`config.mk`:
```
export PLATFORM = sky130hd
export DESIGN_NAME = flow_path_scheduler_flat
export DESIGN_NICKNAME = d
export VERILOG_FILES = /design/src/rtl/flow_path_scheduler_pkg.sv /design/src/rtl/flow_path_scheduler_if.sv /design/src/rtl/flow_path_scheduler_dwell_timer.sv /design/src/rtl/flow_path_scheduler.sv /design/src/flat_wrapper.sv
export SDC_FILE = /design/constraint.sdc
export NUM_CORES = 1
export LEC_CHECK = 0
export BUFFER_PORTS_ARGS = -buffer_cell sky130_fd_sc_hd__buf_2
export CORE_MARGIN = 2
export CORE_UTILIZATION = 50
export DETAILED_ROUTE_END_ITERATION = 12
export HOLD_SLACK_MARGIN = 0.03
export PLACE_DENSITY = 0.8
export SLEW_MARGIN = 25
export SYNTH_ARGS = -nofsm -noshare
export SYNTH_HDL_FRONTEND = slang
export SYNTH_SLANG_ARGS = --single-unit
```
`constraint.sdc`:
```
create_clock -name clk -period 4.98 [get_ports clk]
set_input_delay 0.249 -clock clk [delete_from_list [all_inputs] [get_ports clk]]
set_output_delay 0.249 -clock clk [all_outputs]
set_load 0.005 [all_outputs]
```
`src/rtl/flow_path_scheduler_pkg.sv`:
```
// rtl/flow_path_scheduler_pkg.sv - shared types, merge codes and tap decode for the flow path scheduler
package flow_sched_pkg;

  typedef enum logic [2:0] {IDLE, ROUTE, LOAD, PROC, DRAIN, DONE} state_e;
  typedef enum logic {SIDE_A, SIDE_B} side_e;

  localparam logic [1:0] MERGE_OFF = 2'b00;
  localparam logic [1:0] MERGE_A   = 2'b01;
  localparam logic [1:0] MERGE_B   = 2'b10;
  localparam int         TGT_W     = 5;

  // Each junction4 switch carries two taps; the low bit only picks the side.
  function automatic logic [TGT_W-2:0] tap_to_switch(input logic [TGT_W-1:0] tgt);
    return tgt[TGT_W-1:1];
  endfunction

endpackage

```
`src/rtl/flow_path_scheduler_if.sv`:
```
// rtl/flow_path_scheduler_if.sv - job request/grant/complete handshake for both source chains
interface flow_path_scheduler_if #(
  parameter int TW = 16
);
  logic          req_a;
  logic          req_b;
  logic [4:0]    tgt_a;
  logic [4:0]    tgt_b;
  logic [TW-1:0] dwell_a;
  logic [TW-1:0] dwell_b;
  logic          gnt_a;
  logic          gnt_b;
  logic          done_a;
  logic          done_b;
  logic          err;

  modport master (
    output req_a, req_b, tgt_a, tgt_b, dwell_a, dwell_b,
    input  gnt_a, gnt_b, done_a, done_b, err
  );

  modport slave (
    input  req_a, req_b, tgt_a, tgt_b, dwell_a, dwell_b,
    output gnt_a, gnt_b, done_a, done_b, err
  );
endinterface

```
`src/rtl/flow_path_scheduler_dwell_timer.sv`:
```
// rtl/flow_path_scheduler_dwell_timer.sv - loadable down-counter; expire_o marks the last cycle of a phase
module flow_dwell_timer #(
  parameter int TW = 16
) (
  input  logic          clk,
  input  logic          rst,
  input  logic          load_i,
  input  logic [TW-1:0] value_i,
  output logic          expire_o
);
  logic [TW-1:0] cnt_q, cnt_d;

  always_comb begin
    cnt_d = cnt_q;
    if (load_i) begin
      cnt_d = value_i;
    end else if (cnt_q != '0) begin
      cnt_d = cnt_q - TW'(1);
    end
  end

  always_ff @(posedge clk or posedge rst) begin
    if (rst) begin
      cnt_q <= '0;
    end else begin
      cnt_q <= cnt_d;
    end
  end

  assign expire_o = (cnt_q == TW'(1));
endmodule

```
`src/rtl/flow_path_scheduler.sv`:
```
// rtl/flow_path_scheduler.sv - round-robin scheduler for two flow-switch chains and the shared junction3 tail
// FLOW_SCHED_ABORT_EN adds abort_i, which cuts ROUTE/LOAD/PROC short into a full DRAIN ending in err.
module flow_path_scheduler
  import flow_sched_pkg::*;
#(
  parameter int N_SW       = 9,
  parameter int TW         = 16,
  parameter int SETTLE_CYC = 2,
  parameter int FILL_CYC   = 4,
  parameter int DRAIN_CYC  = 3
) (
  input  logic                  clk,
  input  logic                  rst,
  flow_path_scheduler_if.slave  job,
`ifdef FLOW_SCHED_ABORT_EN
  input  logic                  abort_i,
`endif
  output logic [N_SW-1:0]       valve_a_o,
  output logic [N_SW-1:0]       valve_b_o,
  output logic [2*N_SW-1:0]     tap_a_o,
  output logic [2*N_SW-1:0]     tap_b_o,
  output logic [1:0]            merge_sel_o,
  output logic                  pump_en_o,
  output logic                  tail_en_o,
  output logic                  busy_o
);
  state_e        state_q, state_d;
  side_e         side_q, side_d, last_q, last_d;
  logic [4:0]    tgt_q, tgt_d;
  logic [TW-1:0] dwell_q, dwell_d;
  logic          inv_q, inv_d, abt_q, abt_d, gnt_q, gnt_d;
  logic          tmr_load, tmr_exp, abort;
  logic [TW-1:0] tmr_val;

`ifdef FLOW_SCHED_ABORT_EN
  assign abort = abort_i;
`else
  assign abort = 1'b0;
`endif

  flow_dwell_timer #(.TW(TW)) u_timer (
    .clk      (clk),
    .rst      (rst),
    .load_i   (tmr_load),
    .value_i  (tmr_val),
    .expire_o (tmr_exp)
  );

  always_comb begin
    state_d  = state_q;
    side_d   = side_q;
    last_d   = last_q;
    tgt_d    = tgt_q;
    dwell_d  = dwell_q;
    inv_d    = inv_q;
    abt_d    = abt_q;
    gnt_d    = 1'b0;
    tmr_load = 1'b0;
    tmr_val  = TW'(SETTLE_CYC);
    if (abort && !inv_q && (state_q inside {ROUTE, LOAD, PROC})) begin
      state_d  = DRAIN;
      abt_d    = 1'b1;
      tmr_load = 1'b1;
      tmr_val  = TW'(DRAIN_CYC);
    end else begin
      case (state_q)
        IDLE: if (job.req_a || job.req_b) begin
          // Contention goes to the side that was not granted last.
          side_d   = (job.req_a && (!job.req_b || last_q == SIDE_B)) ? SIDE_A : SIDE_B;
          last_d   = side_d;
          tgt_d    = (side_d == SIDE_A) ? job.tgt_a : job.tgt_b;
          dwell_d  = (side_d == SIDE_A) ? job.dwell_a : job.dwell_b;
          inv_d    = (int'(tgt_d) >= 2 * N_SW);
          abt_d    = 1'b0;
          gnt_d    = 1'b1;
          tmr_load = 1'b1;
          state_d  = ROUTE;
        end
        ROUTE: begin
          if (inv_q) begin
            state_d = DONE;
          end else if (tmr_exp) begin
            state_d  = LOAD;
            tmr_load = 1'b1;
            tmr_val  = TW'(FILL_CYC);
          end
        end
        LOAD: if (tmr_exp) begin
          state_d  = (dwell_q != '0) ? PROC : DRAIN;
          tmr_load = 1'b1;
          tmr_val  = (dwell_q != '0) ? dwell_q : TW'(DRAIN_CYC);
        end
        PROC: if (tmr_exp) begin
          state_d  = DRAIN;
          tmr_load = 1'b1;
          tmr_val  = TW'(DRAIN_CYC);
        end
        DRAIN: if (tmr_exp) state_d = DONE;
        DONE:    state_d = IDLE;
        default: state_d = IDLE;
      endcase
    end
  end

  always_ff @(posedge clk or posedge rst) begin
    if (rst) begin
      state_q <= IDLE;
      side_q  <= SIDE_A;
      last_q  <= SIDE_B;
      tgt_q   <= '0;
      dwell_q <= '0;
      inv_q   <= 1'b0;
      abt_q   <= 1'b0;
      gnt_q   <= 1'b0;
    end else begin
      state_q <= state_d;
      side_q  <= side_d;
      last_q  <= last_d;
      tgt_q   <= tgt_d;
      dwell_q <= dwell_d;
      inv_q   <= inv_d;
      abt_q   <= abt_d;
      gnt_q   <= gnt_d;
    end
  end

  logic [N_SW-1:0]   lo_mask, hi_mask;
  logic [2*N_SW-1:0] tap_vec;
  logic              feed, drain;

  always_comb begin
    valve_a_o   = '0;
    valve_b_o   = '0;
    tap_a_o     = '0;
    tap_b_o     = '0;
    merge_sel_o = MERGE_OFF;
    lo_mask     = '0;
    hi_mask     = '0;
    tap_vec     = '0;
    for (int i = 0; i < N_SW; i++) begin
      lo_mask[i] = (i <= int'(tap_to_switch(tgt_q)));
      hi_mask[i] = (i >= int'(tap_to_switch(tgt_q)));
    end
    for (int i = 0; i < 2 * N_SW; i++) begin
      tap_vec[i] = (i == int'(tgt_q));
    end
    // Filling opens the chain up to the tap; draining opens it from the tap onward to junction3.
    feed  = !inv_q && (state_q inside {ROUTE, LOAD, PROC});
    drain = (state_q == DRAIN);
    if (feed || drain) begin
      if (side_q == SIDE_A) begin
        valve_a_o = feed ? lo_mask : hi_mask;
        tap_a_o   = tap_vec;
      end else begin
        valve_b_o = feed ? lo_mask : hi_mask;
        tap_b_o   = tap_vec;
      end
    end
    if (drain) merge_sel_o = (side_q == SIDE_A) ? MERGE_A : MERGE_B;
    pump_en_o = (state_q == LOAD) || drain;
    tail_en_o = drain;
    busy_o    = (state_q != IDLE);
  end

  assign job.gnt_a  = gnt_q && (side_q == SIDE_A);
  assign job.gnt_b  = gnt_q && (side_q == SIDE_B);
  assign job.done_a = (state_q == DONE) && (side_q == SIDE_A);
  assign job.done_b = (state_q == DONE) && (side_q == SIDE_B);
  assign job.err    = (state_q == DONE) && (inv_q || abt_q);
endmodule

```
`src/flat_wrapper.sv`:
```
// flat-port wrapper written by rule: the top's interface ports become plain ports
module flow_path_scheduler_flat import flow_sched_pkg::*;
#(
  parameter int N_SW       = 9,
  parameter int TW         = 16,
  parameter int SETTLE_CYC = 2,
  parameter int FILL_CYC   = 4,
  parameter int DRAIN_CYC  = 3
)
  (clk, rst, valve_a_o, valve_b_o, tap_a_o, tap_b_o, merge_sel_o, pump_en_o, tail_en_o, busy_o, job_req_a, job_req_b, job_tgt_a, job_tgt_b, job_dwell_a, job_dwell_b, job_gnt_a, job_gnt_b, job_done_a, job_done_b, job_err);
  flow_path_scheduler_if #(.TW(TW)) job_i ();
  input  logic clk;
  input  logic rst;
  output logic [N_SW-1:0] valve_a_o;
  output logic [N_SW-1:0] valve_b_o;
  output logic [2*N_SW-1:0] tap_a_o;
  output logic [2*N_SW-1:0] tap_b_o;
  output logic [1:0] merge_sel_o;
  output logic pump_en_o;
  output logic tail_en_o;
  output logic busy_o;
  input wire logic [$bits(job_i.req_a)-1:0] job_req_a;
  input wire logic [$bits(job_i.req_b)-1:0] job_req_b;
  input wire logic [$bits(job_i.tgt_a)-1:0] job_tgt_a;
  input wire logic [$bits(job_i.tgt_b)-1:0] job_tgt_b;
  input wire logic [$bits(job_i.dwell_a)-1:0] job_dwell_a;
  input wire logic [$bits(job_i.dwell_b)-1:0] job_dwell_b;
  output wire logic [$bits(job_i.gnt_a)-1:0] job_gnt_a;
  output wire logic [$bits(job_i.gnt_b)-1:0] job_gnt_b;
  output wire logic [$bits(job_i.done_a)-1:0] job_done_a;
  output wire logic [$bits(job_i.done_b)-1:0] job_done_b;
  output wire logic [$bits(job_i.err)-1:0] job_err;
  assign job_i.req_a = job_req_a;
  assign job_i.req_b = job_req_b;
  assign job_i.tgt_a = job_tgt_a;
  assign job_i.tgt_b = job_tgt_b;
  assign job_i.dwell_a = job_dwell_a;
  assign job_i.dwell_b = job_dwell_b;
  assign job_gnt_a = job_i.gnt_a;
  assign job_gnt_b = job_i.gnt_b;
  assign job_done_a = job_i.done_a;
  assign job_done_b = job_i.done_b;
  assign job_err = job_i.err;
  flow_path_scheduler #(.N_SW(N_SW), .TW(TW), .SETTLE_CYC(SETTLE_CYC), .FILL_CYC(FILL_CYC), .DRAIN_CYC(DRAIN_CYC)) u_core (.clk(clk), .rst(rst), .job(job_i), .valve_a_o(valve_a_o), .valve_b_o(valve_b_o), .tap_a_o(tap_a_o), .tap_b_o(tap_b_o), .merge_sel_o(merge_sel_o), .pump_en_o(pump_en_o), .tail_en_o(tail_en_o), .busy_o(busy_o));
endmodule
```
== After elaboration in Yosys (flattened, before gate mapping) ==
Index checks and enable logic that the tools add are counted.

* Bits in registers: 44
* Latch bits: 0
* Bits in writable memories: 0
* ROM bits: 0
* Input port bits: 46
* Output and inout bits: 64
* Word-level logic and storage cells: 114
* Memories: 0

* Add/sub/neg operators: 1
* $mul: 0
* Div/mod/pow operators: 0
* Magnitude comparators: 18
* Eq/ne operators: 28
* Shift-type cells: 0
* Multiplexer cells: 35
* Bitwise logic cells: 1
* Reduce and logical (&&, ||, !) cells: 23

{| class="wikitable"
|+ Operators with widths
! kind !! count
|-
| two-way mux 16 bit || 6
|-
| two-way mux 18 bit || 4
|-
| == test 5 bit (first input constant) || 10
|-
| case mux 16 bit (3 select lines) || 1
|-
| two-way mux 9 bit || 5
|-
| nonzero test 16 bit || 2
|-
| two-way mux 3 bit || 8
|-
| == test 4 x 5 -> 1 bit (first input constant) || 4
|-
| == test 16 x 1 -> 1 bit (second input constant) || 1
|-
| greater-or-equal comparator 3 x 4 -> 1 bit (first input constant) || 4
|-
| less-or-equal comparator 3 x 4 -> 1 bit (first input constant) || 4
|-
| subtractor 16 x 1 -> 16 bit (second input constant) || 1
|-
| case mux 3 bit (5 select lines) || 1
|-
| == test 3 x 5 -> 1 bit (first input constant) || 2
|-
| greater-or-equal comparator 1 x 4 -> 1 bit (first input constant) || 2
|-
| greater-or-equal comparator 2 x 4 -> 1 bit (first input constant) || 2
|-
| less-or-equal comparator 2 x 4 -> 1 bit (first input constant) || 2
|-
| != test 2 x 1 -> 1 bit (second input constant) || 4
|-
| logical AND 1 bit || 7
|-
| == test 3 x 2 -> 1 bit (second input constant) || 2
|-
| == test 3 bit (second input constant) || 2
|-
| two-way mux 1 bit || 6
|-
| nonzero test 3 bit || 2
|-
| == test 2 x 5 -> 1 bit (first input constant) || 1
|-
| other kinds (18) || 23
|}

== Logic depth before layout (Yosys ltp) ==
Gate-level depths: netlist of run 1.

* Depth in word-level cells: 6
* Depth in mapped cells: 8
* Depth with buffers taken out: 7

== By module ==
Synthesis of run 1 repeated with hierarchy kept, for this count alone.

* Cell total of the unflattened synthesis: 389
* Area, all modules: 3126.7 um2

{| class="wikitable"
|+ By module, submodules not included
! module !! times used !! cells an instance !! area an instance (um2) !! seq. area each (um2)
|-
| flow_path_scheduler || 1 || 282 || 2119.5 || 701.9
|-
| flow_dwell_timer || 1 || 107 || 1007.2 || 400.4
|}

== Worst setup path before layout of run 1 ==
No wires, ideal clock.

* Path kind: reg-to-reg
* Start: register u_core.u_timer.cnt_q[0]
* End: register u_core.u_timer.cnt_q[5]
* Library setup time: 0.121 ns
* Arrival: 1.971 ns
* Required time: 4.859 ns
* Setup slack: 2.888 ns
* Stages on the path, launching flop included: 8
* Path buffers: 0
* Clock period less this slack: 2.092 ns
* Path through: dfrtp_1 -> inv_1 -> ha_1 -> nor3b_2 -> nand3_2 -> nor4_4 -> o31ai_1 -> a22o_2

* Cells in the longest elaborated chain, start to end: 5
* Elaborated cells between the ends (all ways): 11
* Those cells by class: 1 x add/sub; 1 x eq/ne; 7 x mux; 2 x reduce/logical

{| class="wikitable"
|+ RTL lines
! what !! RTL line !! text
|-
| start: declaration || flow_path_scheduler_dwell_timer.sv:11 || <nowiki>logic [TW-1:0] cnt_q, cnt_d;</nowiki>
|-
| start signal: assignment || flow_path_scheduler_dwell_timer.sv:26 || <nowiki>cnt_q <= cnt_d;</nowiki>
|-
| parallel branches: the longest is 5 deep, another holds subtractor 16 x 1 -> 16 bit || n/a ||
|}

Several ways; the timed one is not identified. The select of a mux whose other input is x is not followed.
A chain may end at the register's enable or synchronous reset.

== Worst setup path in the final report of run 1 ==
* Start: register u_core.state_q[1]
* End: output tap_b_o[1]

* Cells in the longest elaborated chain, start to end: 5
* Elaborated cells between the ends (all ways): 8
* Those cells by class: 4 x eq/ne; 1 x mux; 3 x reduce/logical

{| class="wikitable"
|+ RTL lines
! what !! RTL line !! text
|-
| start: declaration || flow_path_scheduler.sv:27 || <nowiki>state_e state_q, state_d;</nowiki>
|-
| start signal: assignment || flow_path_scheduler.sv:116 || <nowiki>state_q <= state_d;</nowiki>
|-
| == test 3 x 1 -> 1 bit / == test 3 x 2 -> 1 bit (equally long branches) || n/a ||
|-
| nonzero test 3 bit || n/a ||
|-
| logical AND 1 bit || flow_path_scheduler.sv:148 || <nowiki>feed = !inv_q && (state_q inside {ROUTE, LOAD, PROC});</nowiki>
|-
| logical OR 1 bit * || flow_path_scheduler.sv:150 || <nowiki>if (feed || drain) begin</nowiki>
|-
| two-way mux 18 bit * || flow_path_scheduler.sv:150 ||
|-
| end: declaration || flat_wrapper.sv:17 || <nowiki>output logic [2*N_SW-1:0] tap_b_o;</nowiki>
|}

Mark *: on every way between the ends. The rest lies on a longest branch, timed or not.

==> results of run 1 <==
==> per-layer routing <==
metal  vias to the layer above  global-route usage  share of wire
li1                       1508                   -              -
met1                      1405               0.338           0.46
met2                       117               0.376           0.46
met3                        11              0.0500          0.065
met4                         0              0.0583          0.012
met5                         -                   0              0
==> synth_stat cells (3+ instances only) <==
cell type and instances:
clkbuf_1 12, o2bb2ai_1 4, o21ai_0 10, nor2b_1 9
a31oi_1 6, buf_2 6, o22ai_1 5, o31ai_1 3
xnor2_1 6, and2_1 3, nor2_1 99, nand2b_1 3
xor2_1 3, dfrtp_1 43, nand3_1 3, mux2i_1 26
nor3_1 10, inv_1 12, a21o_1 8, or2_2 3
nor4_1 8, nand2_1 16, a21oi_1 35
==> kinds of logic (layout without fill, tap and decap cells) <==
family | count (synthesis) | count (layout) | share of synthesized area
XOR/XNOR | 9 | 9 | 0.0259
adder cells (fa/ha/maj) | 2 | 2 | 0.00821
multiplexers | 27 | 27 | 0.0890
flip-flops | 44 | 44 | 0.362
AND/OR/NAND/NOR | 176 | 176 | 0.288
buffers and inverters | 34 | 132 | 0.0492
AO/OA/AOI/OAI | 84 | 84 | 0.178
==> sequential cells by signal (all words and copies together) (netlist names) <==
signal                cells
u_core.dwell_q           16
u_core.gnt_q              1
u_core.inv_q              1
u_core.last_q             1
u_core.side_q             1
u_core.state_q            3
u_core.tgt_q              5
u_core.u_timer.cnt_q     16
==> worst register-to-register path, stage by stage, from the launching register on <==
cell and delay (ps):
dfrtp_1 430, inv_1 120, ha_1 190, nor3b_2 560, nand3_2 230, nor4_4 610, mux2i_1 260, a2bb2oi_1 170
==> worst paths after layout <==
path | startpoint | endpoint | slack, ps | cells after the start
worst max-delay path | u_core.state_q[1] | tap_b_o[1] | 2090 | 6
worst min-delay path | rst | u_core.dwell_q[15] | 70 | 3
worst max register to register | u_core.u_timer.cnt_q[0] | u_core.u_timer.cnt_q[1] | 2340 | 7
worst min register to register | u_core.dwell_q[11] | u_core.u_timer.cnt_q[11] | 510 | 1
max in group asynchronous | rst | u_core.last_q | 4530 | 3
min in group clk | job_dwell_a[6] | u_core.dwell_q[6] | 250 | 3
==> power breakdown <==
part	switching [W]	internal (W)	leakage (nW)
registers	0.000255	0.000526	0.520
clock network	0.000125	0.000148	0.0541
logic	0.000615	0.000456	1.28
==> layout make-up <==
type | count | share of cell area
inverter | 13 | 0.0131
timing repair buffer | 111 | 0.151
tap | 75 | 0.0252
multi-input combinational | 298 | 0.485
clock buffer | 5 | 0.0185
clock inverter | 3 | 0.0114
sequential | 44 | 0.296
==> stage by stage <==
stage                     instance area (um^2)  hold slack [ps]
after floorplan                           3050              456
after global placement                    3610              412
after detailed placement                  3610              421
after CTS                                 3720             91.8
after global routing                      3720              148
final                                     3720             74.0
==> metrics, run 1 <==
run status=finished clean; Avg Cell Area, Syn=8.11 um^2; worst setup margin=2090 ps; Max Cap Viol=0; number of global-route vias before repair=2661; Period minus WS final=2890 ps; Leak=1.85 nW; CTS Hold Bufs=0; Worst Path Max Fanout=17; RSZ-0062 raised after global routing=no; Routed WL per cell=14.1 um; syn_nets=424; largest area contributor in the netlist=dfrtp_1; footprint of the multi-input gates=1810 um^2; post-synth top area share=0.353; port bufs=109; gr usage total=0.239; largest net degree at the start of global routing=47; IO Pins=110; cell area after synthesis=3050 um^2; final setup vio count=0; f_max=346 MHz; First-pass DRT Iterations=4; Design Power=0.00213 W; via count=3041; library cells used by synthesis=55; DRT iter0 DRCs=319; crit-path cells=nor2_1 > nor3_2 > o21ai_1 > or2_2 > nor2_1 > buf_2; Hold Vio Cnt, Final=0; Synth async-reset ratio=1.00; Cells after DPL=541; gp weighted congestion=0.858; Worst slew margin=0.535; Setup Crit Path Kind=reg -> out; WP data arrival=2640 ps; vias per inst=5.54; Fill cells=513; Post-Layout Cell Count=549; fin nets=521; CP max stage delay=650 ps; final WL=7750 um; DRC=0; commonest cells after routing, fill and taps aside=buf_2, nor2_1, dfrtp_1; Slew Viols, Final=0; yosys warns=0; critical path required time=4730 ps; Crit path max-delay family=simple AND/OR/NAND/NOR gates; commonest non-fill, non-tap cell in the layout=buf_2; hpwl dp=5640 um; final core utilization=0.629; count of flip-flops with a built-in enable after synthesis=0; core area=5920 um^2; FF+latch count, synth=44; Final TNS setup=0 ps; clk_lat worst skew=300 ps; Cell Pwr Density=571 nW/um^2; Worst setup SP type=register; final antenna diode count=0; Max rail drop VDD=0.318 mV; CTS Buffer Depth=2; crit end category=output pin; skew final=6.32 ps; setup slack at placement=1880 ps; Clock Root Buffer=clkbuf_8; Min-Delay Path Class=in -> async; crit path max-delay cell type=dfrtp_1; num rows=28; Crit path buffers/inverters=1; CTS resizes=0; first-pass GRT wire length=12600 um; crit-path most repeated cell=nor2_1; Die Y=82.1 um; H-tree levels=2; clk slew on worst S/H paths=90 ps; CTS Buf Count=5; sequential-to-total area share from yosys stat=0.362; GRT Residual Overflow=0; starting density of the core=0.515; die area=6740 um^2; setup bufs post-CTS=0; FF/Latch Area=1100 um^2; Die W=82.1 um; fin crit share=0.580; actual slew at the worst max-slew pin=696 ps; cells after synthesis=376; CTS tree=yes; Synth area leaders=dfrtp_1, nor2_1, mux2i_1; initial antenna violation count=0; Main synth FF type=dfrtp_1; clk sinks=44; area growth from synthesis to layout=22.1%; ANT nets after route=0; layout cells sized above 1=0.297
(Power assumes the default switching activity.)
==> run 2: changes to the inputs <==
==> constraint.sdc (replaced) <==
create_clock -name clk -period 2.66 [get_ports clk]
set_input_delay 0.133 -clock clk [delete_from_list [all_inputs] [get_ports clk]]
set_output_delay 0.133 -clock clk [all_outputs]
set_load 0.005 [all_outputs]
==> run 2 against run 1 <==
Hold slack improved by 58 ps. Worst setup slack got worse by 1800 ps. Wire length up 0.13%. Via count up 1.1%. Clock skew up 2.0 ps. Critical endpoint is now u_core.u_timer.cnt_q[5].
==> metrics, run 2 (synthesis gave the netlist of run 1 again) <==
run status=finished clean; Clock Root Buffer=clkbuf_8; Flop pwr share=0.352 (-0.016); core area=5920 um^2 (unchanged); Die Y=82.1 um (unchanged); Leak=1.89 nW (+2.2%); skew final=8.36 ps (+2.04 ps); Worst slew margin=0.568 (+0.0327); cell depth of the worst hold path=3; CTS Buffer Depth=2 (unchanged); crit-path cells=inv_1 > ha_1 > nor4b_1 > nand4_2 > o31ai_4 > inv_1 > a22o_2; combinational share of power=0.539 (+0.035); Slew Viols, Final=0 (unchanged); Crit path buffers/inverters=2 (+1); WP data arrival=2560 ps (-80 ps); Critical Path Start=u_core.u_timer.cnt_q[1]; final antenna diode count=0 (unchanged); crit-path most repeated cell=inv_1; IO Pins=110 (unchanged); hold_sp=job_dwell_a[2]; number of global-route vias before repair=2756 (+3.6%); critical path required time=2860 ps (-1870 ps); Worst Path Max Fanout=15 (-2); clk slew on worst S/H paths=90 ps (about the same); commonest non-fill, non-tap cell in the layout=buf_2; clk_lat worst skew=300 ps (about the same); met1 WL=3630 um (+1.9%); crit path max-delay cell type=o31ai_4; worst setup margin=295 ps (-1800 ps); Internal=0.00214 W (+89%); ANT nets after route=0 (unchanged); crit end category=register; RSZ-0062 raised after global routing=no; fin crit share=0.889; Post-Layout Cell Count=559 (+1.8%); Die W=82.1 um (unchanged); NetSw=0.00187 W (+88%); Crit path max-delay family=compound AO/OA/AOI/OAI gates; First-pass DRT Iterations=4 (unchanged); met2 routed WL=3680 um (+2.5%); Sw Ratio=0.466 (-0.00183); DR WL met3=351 um (-30%); Cells after DPL=550 (+1.7%); Max rail drop VDD=0.533 mV (+68%); worst reg-to-reg setup slack=300 ps (-2040 ps); clk sinks=44 (unchanged); Max Cap Viol=0 (unchanged); H-tree levels=2 (unchanged); starting density of the core=0.515 (unchanged); DRT iter0 DRCs=276 (-13%); gp weighted congestion=0.823 (-4.0%); biggest regs=u_core.dwell_q x16, u_core.u_timer.cnt_q x16, u_core.tgt_q x5; final WL=7760 um (+0.13%); via count=3073 (+1.1%); area growth from synthesis to layout=24.4%; Clock Power Share=0.109 (-0.020); reg2reg end=u_core.u_timer.cnt_q[5]; Worst setup SP type=register; setup slack at placement=314 ps (-1570 ps); r2r worst-path depth=7 (unchanged); CTS resizes=0 (unchanged); die area=6740 um^2 (unchanged); actual slew at the worst max-slew pin=648 ps (-48.0 ps); Design Power=0.00400 W (+88%); Cell Pwr Density=1060 nW/um^2 (+85%); DRC=0 (unchanged); worst flop-to-flop path startpoint=u_core.u_timer.cnt_q[1]; Min-Delay Path Class=in -> reg; gr usage total=0.241 (+0.00156); vias per inst=5.50 (-0.76%); port bufs=109 (unchanged); Period minus WS final=2360 ps; commonest cells after routing, fill and taps aside=buf_2, nor2_1, dfrtp_1; hold worst-path end=u_core.dwell_q[2]; layout cells sized above 1=0.308 (+0.0104); Final TNS setup=0 ps (unchanged); first-pass GRT wire length=12700 um (+0.38%); f_max=423 MHz; largest net degree at the start of global routing=45 (-4.3%); num rows=28 (unchanged); CP max stage delay=650 ps (about the same); CTS Buf Count=5 (unchanged); Routed WL per cell=13.9 um (-1.7%); GRT Residual Overflow=0 (unchanged); final setup vio count=0 (unchanged); Hold Vio Cnt, Final=0 (unchanged); initial antenna violation count=0 (unchanged); fin nets=531 (+1.9%); CTS tree=yes; highest routing layer actually used=met4; hpwl dp=6000 um (+6.5%); Setup Crit Path Kind=reg -> reg
run 2: worst max-delay path by stage:
stage | to | depth (start not counted)
after floorplan | u_core.u_timer.cnt_q[5] | 7
after global placement | u_core.u_timer.cnt_q[5] | 5
after detailed placement | u_core.u_timer.cnt_q[5] | 7
after CTS | u_core.u_timer.cnt_q[5] | 7
after global routing | u_core.u_timer.cnt_q[5] | 7
final | u_core.u_timer.cnt_q[5] | 7
run 2: power by group through the flow:
stage / Combinational, W / Sequential (W) / Clock, W
global route: 0.00244 / 0.00146 / 0.000474
detailed placement: 0.00214 / 0.00141 / 0
global placement: 0.00209 / 0.00139 / 0
finish: 0.00216 / 0.00141 / 0.000438
CTS: 0.00215 / 0.00140 / 0.000450
floorplan: 0.00169 / 0.00123 / 0
run 2: layout make-up:
| type | count | area [um^2] |
|---|---|---|
| sequential | 44 | 1100 |
| fill | 519 | 2130 |
| multi-input combinational | 298 | 1800 |
| clock inverter | 2 | 15.0 |
| clock buffer | 6 | 82.6 |
| timing repair buffer | 121 | 651 |
| tap | 75 | 93.8 |
| inverter | 13 | 48.8 |
run 2: layer usage:
metal | vias to the layer above | GRT usage
li1 | 1529 | -
met1 | 1453 | 0.348
met2 | 84 | 0.377
met3 | 7 | 0.0326
met4 | 0 | 0.0700
met5 | - | 0
run 2: metrics by stage:
stage | utilization | hold WS [ps] | cell area [um^2]
4_1_cts | 0.641 | 121 | 3790
3_3_place_gp | 0.623 | 289 | 3690
2_1_floorplan | - | 340 | 3050
6_report | 0.641 | 132 | 3790
5_1_grt | 0.641 | 139 | 3790
3_5_place_dp | 0.623 | 299 | 3690
run 2: worst min-delay path, cell delays in order:
cell and delay, ps:
buf_2 70, mux2i_1 50, a21oi_1 130
run 2: what timing repair did:
action,4_1_cts,5_1_grt
hold endpoints to repair,43,0
hold buffers,1,0
buffers inserted,0,0
